`src/rtl/seg_mod_counter.sv`:
```
// Modulo-MOD up/down counter whose count is stored as a chain of SEG_W-bit
// segments with ripple-enable carry; the full-width modulus compare overrides the carry.
module seg_mod_counter #(
    parameter  int MOD   = 40000,
    parameter  int SEG_W = 16,
    localparam int W     = $clog2(MOD)
) (
    input  logic         clk,
    input  logic         rst_,
    input  logic         clr,
    input  logic         load,
    input  logic [W-1:0] load_val,
    input  logic         en,
    input  logic         up,
    output logic [W-1:0] q,
    output logic         tc,
    output logic         wrap,
    output logic         err
);

    localparam int NSEG = (W + SEG_W - 1) / SEG_W;
    localparam logic [W-1:0] MAX_VAL = W'(MOD - 1);

    logic [W-1:0]    cnt_q, cnt_d;
    logic [W-1:0]    cnt_step;
    logic [NSEG-1:0] carry;
    logic            wrap_q, wrap_d;
    logic            err_q, err_d;
    logic            at_max, at_zero;

    assign carry[0] = 1'b1;

    // Each segment steps when every lower segment sits at its roll value
    // for the current direction (all-ones counting up, zero counting down).
    for (genvar gi = 0; gi < NSEG; gi++) begin : g_seg
        localparam int LO = gi * SEG_W;
        localparam int HI = (LO + SEG_W > W) ? W - 1 : LO + SEG_W - 1;
        localparam int SW = HI - LO + 1;

        assign cnt_step[HI:LO] = !carry[gi] ? cnt_q[HI:LO]
                               : up         ? cnt_q[HI:LO] + SW'(1)
                               :              cnt_q[HI:LO] - SW'(1);

        if (gi < NSEG - 1) begin : g_carry
            assign carry[gi+1] = carry[gi] & (up ? (&cnt_q[HI:LO]) : ~(|cnt_q[HI:LO]));
        end
    end

    assign at_max  = (cnt_q == MAX_VAL);
    assign at_zero = (cnt_q == '0);

    always_comb begin
        cnt_d  = cnt_q;
        wrap_d = 1'b0;
        err_d  = err_q;
        if (clr) begin
            cnt_d = '0;
            err_d = 1'b0;
        end else if (load) begin
            if (load_val > MAX_VAL) begin
                cnt_d = MAX_VAL;
                err_d = 1'b1;
            end else begin
                cnt_d = load_val;
            end
        end else if (en) begin
            // Modulus boundary takes precedence over the segment carry chain.
            if (up && at_max) begin
                cnt_d  = '0;
                wrap_d = 1'b1;
            end else if (!up && at_zero) begin
                cnt_d  = MAX_VAL;
                wrap_d = 1'b1;
            end else begin
                cnt_d = cnt_step;
            end
        end
    end

    always_ff @(posedge clk or negedge rst_) begin
        if (!rst_) begin
            cnt_q  <= '0;
            wrap_q <= 1'b0;
            err_q  <= 1'b0;
        end else begin
            cnt_q  <= cnt_d;
            wrap_q <= wrap_d;
            err_q  <= err_d;
        end
    end

    assign q    = cnt_q;
    assign wrap = wrap_q;
    assign err  = err_q;
    assign tc   = en & ~clr & ~load & (up ? at_max : at_zero);

endmodule

```
`config.mk`:
```
export PLATFORM = sky130hd
export DESIGN_NAME = seg_mod_counter
export DESIGN_NICKNAME = d
export VERILOG_FILES = /design/src/rtl/seg_mod_counter.sv
export SDC_FILE = /design/constraint.sdc
export NUM_CORES = 1
export LEC_CHECK = 0
export BUFFER_PORTS_ARGS = -buffer_cell sky130_fd_sc_hd__buf_2
export CORE_MARGIN = 5
export CORE_UTILIZATION = 30
export CTS_BUF_LIST = sky130_fd_sc_hd__clkbuf_2 sky130_fd_sc_hd__clkbuf_4 sky130_fd_sc_hd__clkbuf_8
export CTS_CLUSTER_SIZE = 20
export DETAILED_ROUTE_END_ITERATION = 12
export GPL_TIMING_DRIVEN = 0
export PLACE_DENSITY = 0.49
export SYNTH_ARGS = -nofsm -noshare
export SYNTH_HDL_FRONTEND = slang
export SYNTH_SLANG_ARGS = --single-unit
```
`constraint.sdc`:
```
create_clock -name clk -period 2.7 [get_ports clk]
set_input_delay 0.135 -clock clk [delete_from_list [all_inputs] [get_ports clk]]
set_output_delay 0.135 -clock clk [all_outputs]
set_load 0.05 [all_outputs]
```
==> results.ini <==
[synth]
muxShareOfSynthArea_pct=1.44
yosysSeqAreaShare_pct=26.0
synth-seq-cells=18
synth_fa_ha_area_share_pct=11.3
ys_warn_count=0
synth_top_family_by_area=compound AO/OA/AOI/OAI gates
synth_compound_area_share_pct=31.5
synth_flop_cell=dfrtp_1
syn-num-nets=259
synthXorXnorAreaFrac_pct=5.56
avgSynthCellArea_um2=7.81
synth-simple-area-share_pct=20.9
synth_area_um2=1730
synth.distinct_cells=48
synth_enable_flop_cells=0
ys_async_sr_fraction_pct=100
netlist_instances=222

[hold_path]
holdPathEnd=q[0]
holdPathStages=2
hp-start=load_val[0]
hp-class=input port to register

[sta]
tightest_slew_ns=0.719
tns_ns=0
slew_headroom_pct=51.9
grt_setup_unrepaired=no
fmax_mhz=401
finalHoldViolCount=0
period_share_pct=92.4
finClkSkew_ns=0.00594
finalSetupViolCount=0
min_period_ns=2.49
maxSlewViolCount=0

[job]
cap_violations=0

[outcome]
status=completed

[clock_tree]
htree_levels=1
clock_path_buffers=2
cts_buffers=3
postCtsSetupRepairBufs=0
cts_tree=done
post_cts_resized=0
clock_latency_ns=0.27
clk_pin_slew_ns=0.09
clock_tree.root_cell=clkbuf_8
cts.sinks=18

[setup_path]
worstPathArrival_ns=2.36
critPathKind=register to primary output
start_kind=register
r2r_start=q[0]
reg2reg_depth=9
worst_r2r_endpoint=q[14]
worstPathMaxFanout=7
cp-end-kind=primary output
required_ns=2.57
reg2reg_slack_ns=0.36

[pwr]
netSwitchingFraction_pct=44.1
comb_power_share_pct=46.4
p_seq_share_pct=31.0
p_int_w=0.000602
clkPwrFrac_pct=22.6
power_w=0.00108
p_leak_nw=0.959
power_density_nw_per_um2=515
p_switching_w=0.000474
vdd_drop_max_mv=0.170

[floorplanning]
die_w_um=86.0
core_area_um2=5570
die_h_um=86.0
die-area_um2=7400
start_util_pct=31.1
ioPinCount=41
rows=27

[detailed_routing]
first_pass_iters=5
via_per_inst=5.49
drcViolationCount=0
drt_wl_total_um=5830
postRouteAntennaNets=0
vias=1854
drt_iter0_markers=96
wl_per_cell_um=17.3

[global_routing]
overflow=0
globalRouteTotalUtil_pct=16.1
grt_pass1_vias=1776
grt_pass1_wl_um=9340
antenna_found_initial=0
grt_max_degree=19

[final_layout]
drive_above_1_share_pct=19.9
regArea_um2=450
multi_input_comb_area_um2=1230
diodes=0
num-fill-cells=608
nets=304
syn_to_final_growth_pct=20.5

[place]
dp_hpwl_um=4550
gpl.final_weighted_congestion=0.811
portBuffers=39

-- critical path, stage by stage, from the launching register on --
cell and delay [ns]:
dfrtp_1 0.41, nor4_1 0.39, nand2_1 0.19, nor2_1 0.40
nor2_1 0.23, nor3_2 0.18, buf_2 0.28
-- final cells by class --
type / instances / area share [%]
Timing Repair Buffer: 40 / 9.82
Inverter: 8 / 1.44
Multi-Input combinational cell: 189 / 58.9
Clock buffer: 4 / 2.63
Sequential cell: 18 / 21.6
Buffer: 7 / 1.32
Tap cell: 72 / 4.31
-- flip-flops by register name (all words and copies together) (netlist names) --
name and count:
q 16, err 1, wrap 1
-- power by group through the flow --
stage               registers [W]  logic [W]  clock network [W]
floorplan                0.000415   0.000284                  0
global placement         0.000339   0.000499                  0
detailed placement       0.000339   0.000496                  0
CTS                      0.000334   0.000500           0.000249
global route             0.000339   0.000552           0.000261
finish                   0.000333   0.000500           0.000243
-- kinds of logic (layout without fill, tap and decap cells) --
group           count (synthesis)  count (layout)
compound gates                 88              88
flops                          18              18
xor+xnor                       11              11
fa+ha+maj                      15              15
simple gates                   73              73
mux                             2               2
buf+inv                        15              59
-- timing repair --
action | 4_1_cts | 5_1_grt
endpoints found under the setup margin | 0 | 1
endpoints found under the hold margin | 18 | 0
hold buffers | 1 | 0
-- layout by cell type, fill, tap and decap left out, drive strengths merged, types with 2 or more instances in the layout --
cell	Yosys	routed
ha	14	14
a21o	2	2
o21ai	18	18
or2	2	2
dfrtp	18	18
a31oi	5	5
buf	1	40
nand3	9	9
nand2b	3	3
nor2	20	20
o221ai	4	4
inv	8	8
nor4	5	5
nand4	3	3
nor3	5	5
nor2b	3	3
clkbuf	6	10
a22oi	4	4
a21oi	33	33
nand2	20	20
o22ai	6	6
xnor2	6	6
xor2	5	5
a311oi	2	2
-- per-stage QoR --
stage	setup WS [ns]	instance area [um2]	hold WS, ns	utilization [%]	cells
after global routing	0.0375	2090	0.169	37.5	338
after global placement	-0.0421	2020	0.113	36.3	333
after CTS	0.111	2090	0.166	37.5	338
final	0.206	2090	0.172	37.5	338
after detailed placement	-0.0310	2020	0.112	36.3	333
after floorplan	0.283	1740	-0.161	-	222
-- worst max-delay path by stage --
stage	slack, ns	cells after the start	startpoint	endpoint
final	0.21	6	q[8]	tc
after global placement	-0.04	10	up	q[12]
after global routing	0.04	6	q[13]	tc
after detailed placement	-0.03	10	up	q[14]
after CTS	0.11	6	q[13]	tc
after floorplan	0.28	5	q[8]	tc
-- cell usage after synthesis (2+ instances only) --
master | count | area share, %
clkbuf_1 | 6 | 1.3
nor2_1 | 20 | 4.3
a31oi_1 | 5 | 1.8
xor2_1 | 5 | 2.5
or2_2 | 2 | 0.72
o221ai_1 | 4 | 2.0
nand3_1 | 9 | 2.6
ha_1 | 14 | 10
o22ai_1 | 6 | 2.2
nor3_1 | 5 | 1.4
nor2b_1 | 2 | 0.72
nand4_1 | 3 | 1.1
a21o_1 | 2 | 0.87
nand2b_1 | 3 | 1.1
a311oi_1 | 2 | 1.0
a21oi_1 | 32 | 9.2
inv_1 | 8 | 1.7
dfrtp_1 | 18 | 26
nand2_1 | 20 | 4.3
o21ai_0 | 17 | 4.9
a22oi_1 | 4 | 1.7
xnor2_1 | 6 | 3.0
nor4_1 | 4 | 1.4
-- metal layers --
metal / GRT usage (%) / wire length, um / part of all wire [%] / vias to the layer above
li1: - / - / - / 936
met1: 22.3 / 2830 / 48 / 865
met2: 26.1 / 2650 / 45 / 46
met3: 2.21 / 293 / 5.0 / 7
met4: 4.03 / 62 / 1.1 / 0
met5: 0 / 0 / 0 / -
(Power assumes the default switching activity.)
